[src/rtl/match_fsm.sv]
// Match sequencer for a two-sided ball game: intro and serve timers, floor-touch
// scoring against a net line, deuce-aware win check, pause freeze. All outputs registered.
module match_fsm #(
  parameter int WIN_SCORE = 7,
  parameter int SCORE_W   = 4,
  parameter int INTRO_CYC = 100000000,
  parameter int SERVE_CYC = 50000000,
  parameter int NET_X     = 180,
  parameter int FLOOR_Y   = 220,
  parameter int BALL_H    = 30,
  parameter int DEUCE_EN  = 1
) (
  input  logic               clk,
  input  logic               reset_n,
  input  logic               start_n,
  input  logic               pause,
  input  logic [11:0]        ball_x,
  input  logic [11:0]        ball_y,
  output logic [2:0]         game_state,
  output logic               who_win,
  output logic [SCORE_W-1:0] player_score,
  output logic [SCORE_W-1:0] npc_score,
  output logic               point_pulse,
  output logic               match_over,
  output logic               winner,
  output logic               frozen
);

  localparam logic [2:0] S_IDLE  = 3'd0;
  localparam logic [2:0] S_INTRO = 3'd1;
  localparam logic [2:0] S_SERVE = 3'd2;
  localparam logic [2:0] S_PLAY  = 3'd3;
  localparam logic [2:0] S_SCORE = 3'd4;
  localparam logic [2:0] S_CHECK = 3'd5;
  localparam logic [2:0] S_OVER  = 3'd6;

  localparam int CNT_MAX = (INTRO_CYC > SERVE_CYC) ? INTRO_CYC : SERVE_CYC;
  localparam int CNT_W   = $clog2(CNT_MAX + 1) + 1;
  localparam logic [SCORE_W-1:0] MAX_SC = {SCORE_W{1'b1}};

  logic [2:0]         r_state;
  logic [2:0]         w_nxt;
  logic [CNT_W-1:0]   r_cnt;
  logic [2:0]         r_game_state;
  logic               r_who_win;
  logic [SCORE_W-1:0] r_player;
  logic [SCORE_W-1:0] r_npc;
  logic               r_pulse;
  logic               r_over;
  logic               r_winner;
  logic               r_frozen;

  logic               w_timed;
  logic               w_touch;
  logic               w_intro_done;
  logic               w_serve_done;
  logic [SCORE_W-1:0] w_s;
  logic [SCORE_W-1:0] w_o;
  logic               w_lead_ok;
  logic               w_win;

  function automatic logic [2:0] f_gs(input logic [2:0] s);
    case (s)
      S_INTRO: f_gs = 3'd0;
      S_SERVE: f_gs = 3'd1;
      S_PLAY:  f_gs = 3'd2;
      S_OVER:  f_gs = 3'd3;
      default: f_gs = 3'd4;
    endcase
  endfunction

  assign w_timed      = (r_state == S_INTRO) || (r_state == S_SERVE) || (r_state == S_PLAY);
  // 13-bit sum so a ball near the bottom of the 12-bit range cannot wrap past the floor
  assign w_touch      = ({1'b0, ball_y} + 13'(BALL_H)) >= 13'(FLOOR_Y);
  assign w_intro_done = (r_cnt >= CNT_W'(INTRO_CYC - 1));
  assign w_serve_done = (r_cnt >= CNT_W'(SERVE_CYC - 1));

  assign w_s       = r_who_win ? r_npc : r_player;
  assign w_o       = r_who_win ? r_player : r_npc;
  assign w_lead_ok = ({1'b0, w_s} >= ({1'b0, w_o} + (SCORE_W+1)'(2)));
  assign w_win     = (({1'b0, w_s} >= (SCORE_W+1)'(WIN_SCORE)) && ((DEUCE_EN == 0) || w_lead_ok))
                   || (w_s == MAX_SC);

  always_comb begin
    w_nxt = r_state;
    case (r_state)
      S_IDLE:  if (!start_n) w_nxt = S_INTRO;
      S_INTRO: if (!pause && w_intro_done) w_nxt = S_SERVE;
      S_SERVE: if (!pause && w_serve_done) w_nxt = S_PLAY;
      S_PLAY:  if (!pause && w_touch) w_nxt = S_SCORE;
      S_SCORE: w_nxt = S_CHECK;
      S_CHECK: w_nxt = w_win ? S_OVER : S_SERVE;
      S_OVER:  if (start_n) w_nxt = S_IDLE;
      default: w_nxt = S_IDLE;
    endcase
  end

  always_ff @(posedge clk or negedge reset_n) begin
    if (!reset_n) begin
      r_state      <= S_IDLE;
      r_cnt        <= '0;
      r_game_state <= 3'd4;
      r_who_win    <= 1'b0;
      r_player     <= '0;
      r_npc        <= '0;
      r_pulse      <= 1'b0;
      r_over       <= 1'b0;
      r_winner     <= 1'b0;
      r_frozen     <= 1'b0;
    end else begin
      r_state      <= w_nxt;
      r_game_state <= f_gs(w_nxt);
      r_frozen     <= pause && w_timed;
      r_pulse      <= (r_state == S_PLAY) && (w_nxt == S_SCORE);

      if (w_nxt != r_state)
        r_cnt <= '0;
      else if (((r_state == S_INTRO) || (r_state == S_SERVE)) && !pause)
        r_cnt <= r_cnt + CNT_W'(1);

      if ((r_state == S_IDLE) && (w_nxt == S_INTRO)) begin
        r_player  <= '0;
        r_npc     <= '0;
        r_over    <= 1'b0;
        r_winner  <= 1'b0;
        r_who_win <= 1'b0;
      end

      // ball on or past the net line landed on the NPC side: player scores
      if ((r_state == S_PLAY) && (w_nxt == S_SCORE)) begin
        if (ball_x >= 12'(NET_X)) begin
          r_who_win <= 1'b0;
          if (r_player != MAX_SC) r_player <= r_player + SCORE_W'(1);
        end else begin
          r_who_win <= 1'b1;
          if (r_npc != MAX_SC) r_npc <= r_npc + SCORE_W'(1);
        end
      end

      if ((r_state == S_CHECK) && w_win) begin
        r_over   <= 1'b1;
        r_winner <= r_who_win;
      end
    end
  end

  assign game_state   = r_game_state;
  assign who_win      = r_who_win;
  assign player_score = r_player;
  assign npc_score    = r_npc;
  assign point_pulse  = r_pulse;
  assign match_over   = r_over;
  assign winner       = r_winner;
  assign frozen       = r_frozen;

endmodule
[config.mk]
export PLATFORM = sky130hd
export DESIGN_NAME = match_fsm
export DESIGN_NICKNAME = d
export VERILOG_FILES = /design/src/rtl/match_fsm.sv
export SDC_FILE = /design/constraint.sdc
export NUM_CORES = 1
export LEC_CHECK = 0
export ABC_AREA = 1
export CAP_MARGIN = 20
export CORE_MARGIN = 2
export CORE_UTILIZATION = 40
export DETAILED_ROUTE_END_ITERATION = 10
export DONT_BUFFER_PORTS = 1
export PLACE_DENSITY_LB_ADDON = 0.15
export SLEW_MARGIN = 20
export SYNTH_ARGS = -nofsm -noshare
export SYNTH_HDL_FRONTEND = slang
export SYNTH_SLANG_ARGS = --single-unit
[constraint.sdc]
create_clock -name clk -period 2.2 [get_ports clk]
set_input_delay 0.33 -clock clk [delete_from_list [all_inputs] [get_ports clk]]
set_output_delay 0.33 -clock clk [all_outputs]
set_load 0.01 [all_outputs]
==> metrics.log <==
INFO  metric relSlewSlack = 0.753
INFO  metric comb_power_share = 0.122
INFO  metric max_cap_viol_count = 0
INFO  metric highest-signal-layer = met4
INFO  metric cts.reportedPaths.clkPinSlew = 100 ps
INFO  metric total_negative_slack_for_setup_checks = -756 ps
INFO  metric clock_path_buffers = 2
INFO  metric wl_met2 = 3460 um
INFO  metric dpl_worst_slack = -70.1 ps
INFO  metric critical_path.slowest_cell = dfrtp_2
INFO  metric post-route-drc-count = 0
INFO  metric global_route_wire_length_before_repair = 13000 um
INFO  metric fin_util = 0.462
INFO  metric worst_skew_pair.late_latency = 300 ps
INFO  metric antennaDiodeCount = 0
INFO  metric layout-drive-gt1-share = 0.122
INFO  metric status = finished, violations left
INFO  metric routed-via-count = 2976
INFO  metric cell_seen_most_often_among_critical_path_stages = nand2_2
INFO  metric die-area = 9030 sq um
INFO  metric worstHoldPathType = in2reg
INFO  metric via_per_inst = 4.93
INFO  metric synth.largest_area_cell = dfrtp_1
INFO  metric flow.area_growth_from_synthesis = 13.4%
INFO  metric totalWireLength = 7570 um
INFO  metric multiInputGateArea = 1870 sq um
INFO  metric total_leakage_power = 0.00181 uW
INFO  metric yosys-mux-area-fraction = 0.00302
INFO  metric rsz_0062_raised_after_global_routing = yes
INFO  metric cp-end-kind = flip-flop
INFO  metric powerDensity = 485 nW/um^2
INFO  metric placementRows = 33
INFO  metric post_synth_net_total = 512
INFO  metric fin_hold_ws = 365 ps
INFO  metric net_switching_power_figure = 492 uW
INFO  metric floorplan.die.width = 95.0 um
INFO  metric power.share.switching = 0.270
INFO  metric worstSetupPathType = reg2reg
INFO  metric root_buffer = clkbuf_8
INFO  metric start_kind = flip-flop
INFO  metric hpwlAfterDp = 5370 um
INFO  metric synthesis.area_per_instance = 6.96 sq um
INFO  metric layout_worst_path_cycle_share = 1.02
INFO  metric synthAdderAreaFrac = 0.0302
INFO  metric regArea = 1180 sq um
INFO  metric synth-compound-area-share = 0.0438
INFO  metric timing.final.setup_violations = 28
INFO  metric wl_met1 = 3790 um
INFO  metric detailroute.wirelength.met3 = 247 um
INFO  metric clock_power_share = 0.360
INFO  metric slowest_delay = 480 ps
INFO  metric grt_antenna_before_repair = 0
INFO  metric ys_top_cells_by_count = nand2_1 (128), inv_1 (63), nor2_1 (49)
INFO  metric design.portCount = 44
INFO  metric routability_cong = 0.857
INFO  metric ys_async_rst_share = 1.00
INFO  metric ys_dominant_reg_cell = dfrtp_1
INFO  metric routedWlPerCell = 12.5 um
INFO  metric synth.area.top_cells = dfrtp_1 (35%), nand2_1 (15%), inv_1 (7.1%)
INFO  metric finClkSkew = 9.24 ps
INFO  metric synth_top_area_share = 0.347
INFO  metric critical_path_at = 2430 ps
INFO  metric critical_path_cell_sequence = nand2_2 -> o21ai_2 -> ha_1 -> inv_2 -> ha_4 -> a21o_1 -> nand3_1 -> nand2_1 -> inv_1 -> nand3_2 -> nand2_2 -> nand2_4 -> a21oi_4 -> buf_12 -> nor3_1
INFO  metric nNetsFinal = 534
INFO  metric synthesis.instances = 476
INFO  metric synth_area = 3310 sq um
INFO  metric pin_count_of_the_biggest_net_entering_global_routing = 48
INFO  metric vias_in_the_first_global_route = 2867
INFO  metric number_of_design_rule_violations_left_by_the_first_detailed_router_iteration = 188
INFO  metric h-tree-depth = 2
INFO  metric worst-endpoint-required = 2390 ps
INFO  metric fin_crit = 2240 ps
INFO  metric fp.coreArea = 8130 sq um
INFO  metric synthMostInstantiatedCell = nand2_1
INFO  metric starting_density_of_the_core = 0.407
INFO  metric n_fill_cell = 817
INFO  metric timing.critical_path.fanout_max = 28
INFO  metric chipHeight = 95.0 um
INFO  metric ys_seq_elements = 47
INFO  metric clock_tree_from_tritoncts = yes
INFO  metric slew_viol_final = 0
INFO  metric synth.yosys.seq_area_share = 0.355
INFO  metric synth_enable_flop_cells = 0
INFO  metric timing.final.ws_setup = -38.8 ps
INFO  metric internal_power = 1330 uW
INFO  metric yosysUniqueCellTypes = 36
INFO  metric detail-route-antenna-nets = 0
INFO  metric synth-warning-count = 0
INFO  metric yosys.area_share.xor_xnor = 0.0740
INFO  metric peakVddDrop = 0.000281 V
INFO  metric post_synth_and_or_nand_nor_area_fraction = 0.398
INFO  metric violations = setup timing
INFO  metric grt_overflow_total = 0
INFO  metric grt_usage = 0.181
INFO  metric tightestPinTransition = 367 ps
INFO  metric drt_pass1_iterations = 4
INFO  metric cts_inserted_buffers = 5
INFO  metric power.sequential.fraction = 0.518
INFO  metric clock.fmax = 447 MHz
INFO  metric main_combinational_cell_family_by_area_after_synthesis = simple AND/OR/NAND/NOR gates
INFO  metric number_of_failing_hold_endpoints_at_the_final_stage = 0
INFO  metric numClockSinks = 47
INFO  metric port-buffer-count = 0
==> sequential cells by signal, indices dropped and copies added, names as in the netlist <==
signal and flops:
frozen 1, game_state 3, match_over 1, npc_score 4, player_score 4, point_pulse 1, r_cnt 28, r_state 3
who_win 1, winner 1
==> cells in the final DEF (no fill, tap or decap), drive strengths merged <==
master / n
and3: 1
a21oi: 4
clkinv: 3
a21o: 1
a31oi: 1
dfstp: 1
or2: 1
ha: 8
nand3b: 2
dfrtp: 46
nor3: 39
nand4: 12
xnor2: 9
clkbuf: 5
nor2: 54
bufinv: 1
o211ai: 1
buf: 22
dlygate4sd3: 1
nand3: 48
inv: 64
o21ai: 17
and2: 1
xor2: 19
mux2i: 1
nand2: 134
nor4: 2
o21a: 1
==> cell type report <==
| type | instances | share of cell area |
|---|---|---|
| Tap cell | 105 | 0.0350 |
| Timing Repair Buffer | 23 | 0.0586 |
| Clock inverter | 3 | 0.0117 |
| Sequential cell | 47 | 0.314 |
| Clock buffer | 5 | 0.0183 |
| Multi-Input combinational cell | 356 | 0.498 |
| Inverter | 65 | 0.0652 |
==> per-layer routing <==
metal	up-vias	global-route usage
li1	1568	-
met1	1345	0.250
met2	57	0.290
met3	6	0.0372
met4	0	0.0531
met5	-	0
==> logic make-up after synthesis <==
family / count (synthesis)
AOI/OAI and AO/OA: 25
muxes: 1
and+or+nand+nor: 294
adders and majority gates: 8
xor gates and xnor gates: 28
buffers and inverters: 73
DFF: 47
==> power groups by stage <==
stage                     registers [uW]  clock network [uW]  logic (uW)
after floorplan                      954                   0         161
after global placement               961                   0         191
after detailed placement             962                   0         198
after CTS                            945                 680         225
after global routing                 955                 723         260
final                                945                 656         222
==> worst max-delay path, delay by kind of cell, from the launching register on <==
kind / cells / cell delay (ps)
AND/OR/NAND/NOR: 7 / 490
adder cells (fa/ha/maj): 2 / 490
flip-flops: 1 / 480
AO/OA/AOI/OAI: 3 / 330
buffers and inverters: 3 / 320
==> metrics by stage <==
stage | total power, uW | cells | cell area [sq um]
finish | 1820 | 604 | 3760
global route | 1940 | 604 | 3760
CTS | 1850 | 603 | 3730
detailed placement | 1160 | 593 | 3560
global placement | 1150 | 593 | 3560
floorplan | 1120 | 476 | 3330
==> worst paths after layout <==
kind | slack, ps | cells after the start | from | to
min | 360 | 2 | pause | frozen
min reg2reg | 540 | 1 | r_state[2] | frozen
max reg2reg | -40 | 15 | who_win | r_cnt[23]
max in group asynchronous | 1370 | 2 | reset_n | game_state[2]
min in group asynchronous | 570 | 2 | reset_n | r_cnt[10]
max | -40 | 15 | who_win | r_cnt[23]
==> what timing repair did <==
action | 4_1_cts | 5_1_grt
setup endpoints to repair | 29 | 30
pin swaps | 0 | 2
hold buffers | 2 | 0
hold endpoints to repair | 47 | 0
resized for setup | 4 | 4
buffers inserted | 0 | 2
Power figures use the tool's default switching activity.
==> RTL edit: new RTL, config.mk and constraints unchanged <==
Reset style: synchronous (`reset_n`), changed in one clocked block.
--- a/src/rtl/match_fsm.sv
+++ b/src/rtl/match_fsm.sv
@@ -97,3 +97,3 @@
 
-  always_ff @(posedge clk or negedge reset_n) begin
+  always_ff @(posedge clk) begin
     if (!reset_n) begin
Check against the original RTL: differs if reset_n is asserted again (counterexample within 4 cycles, from zero or initial values and one cycle with reset_n low); with reset_n held inactive, the same outputs for 10 cycles.
==> RTL edit against the unedited design <==
- die area is 9.6% lower
- routed wire length fell by 16%
- area after synthesis is 10% lower
- design area fell by 13%
- sequential cell count unchanged
- setup slack better by 0.25 ns
Power is not compared: it rests on default switching activity, and its combinational part moved more than twofold at a synthesized area within 25%.
==> RTL edit: results (changes against the unedited design) <==
logic_synthesis:
  ys_top_cells_by_count: "nand2_1 (108), inv_1 (55), nor2_1 (54)"
  synth_nets: 475  # -7.2%
  synthCells: 439  # -7.8%
  yosys.cell_types.count: 37  # +2.8%
  seq_area_frac_synth_pct: 31.6  # -4.0 points
  synthArstFlopShare_pct: 0  # -100 points
  ys_top_cells_by_area: "dfxtp_1 (32%), nand2_1 (14%), inv_1 (6.9%), nor2_1 (6.8%), xor2_1 (5.6%)"
critical_path:
  reg2regPathDepth: 13  # -2
  crit_fanout: 5  # -82%
  path_delay_family: "adder cells"
  slowest_stage: "dfxtp_4"
  reg2reg_slack_ns: 0.21  # +0.25 ns
routing:
  first_iter_violations: 80  # -57%
  vias_per_cell: 4.83  # -2.0%
  num_vias: 2657  # -11%
  wirelength_um: 6340  # -16%
timing:
  max_freq_ghz: 0.502  # +12%
  skew_ns: 0.00942  # +0.000180 ns
  whs_ns: 0.145  # -0.220 ns
  worst_pin_slew_ns: 0.423  # +0.0560 ns
layout:
  drive_gt1_share_pct: 14.2  # +2.0 points
  nets: 488  # -8.6%
  n_fill_cell: 783  # -4.2%
cts:
  ctsResizeCount: 0  # -4
  cts_setup_buffers: 0  # unchanged
  cts_root_buf: "clkbuf_8"
global_route:
  grt_pass1_wl_um: 11300  # -13%
  grt_max_degree: 29  # -40%
  grt.total_usage_pct: 16.4  # -1.7 points
  grt_pass1_vias: 2553  # -11%
  antenna_found_initial: 0  # unchanged
place:
  place_congestion: 0.786  # -8.3%
  dp_hpwl_um: 4930  # -8.3%
  dp_slack_ns: 0.0978  # +0.168 ns
  dp.cells: 544  # -8.3%
min_path:
  hold_path_depth: 2  # unchanged
power:
  ir_drop_mv: 0.223
outcome:
  status: "completed"
-- RTL edit: layer usage --
layer	track usage (%)	wire length [um]	share of wire, %
met3	2.84	243	3.8
met4	3.85	67	1.1
met2	29.4	3060	48
met1	20.5	2970	47
met5	0	0	0
-- RTL edit: logic make-up (layout without fill, tap and decap cells) --
family / count (synthesis) / count (layout) / share of synthesized area, %
XOR/XNOR: 28 / 28 / 8.23
multiplexers: 1 / 1 / 0.336
AO/OA/AOI/OAI: 41 / 41 / 7.77
AND/OR/NAND/NOR: 249 / 249 / 39.9
buffers and inverters: 65 / 77 / 8.82
adder cells (fa/ha/maj): 8 / 8 / 3.36
flip-flops: 47 / 47 / 31.6
-- RTL edit: power breakdown --
group / switching [mW] / internal (mW)
clock: 0.274 / 0.213
combinational: 0.0656 / 0.0346
sequential: 0.00554 / 0.853
-- RTL edit: area by class of cell --
| type | count | share of cell area, % |
|---|---|---|
| repair buffers | 13 | 3.37 |
| well taps | 99 | 3.79 |
| clock buffers | 6 | 2.22 |
| multi-input cells | 327 | 55.0 |
| flip-flops and latches | 47 | 28.9 |
| inverters | 58 | 6.67 |
-- RTL edit: metrics by stage --
step                instance area, sq um  total power [mW]
floorplan                           2980             0.963
global placement                    3170             0.980
detailed placement                  3170             0.982
CTS                                 3240              1.48
global route                        3270              1.52
finish                              3270              1.45
-- RTL edit: path summary, 6_finish.rpt --
| kind | start | end |
|---|---|---|
| min reg2reg | winner | winner |
| max reg2reg | who_win | game_state[1] |
| max | who_win | game_state[1] |
| min | reset_n | npc_score[1] |
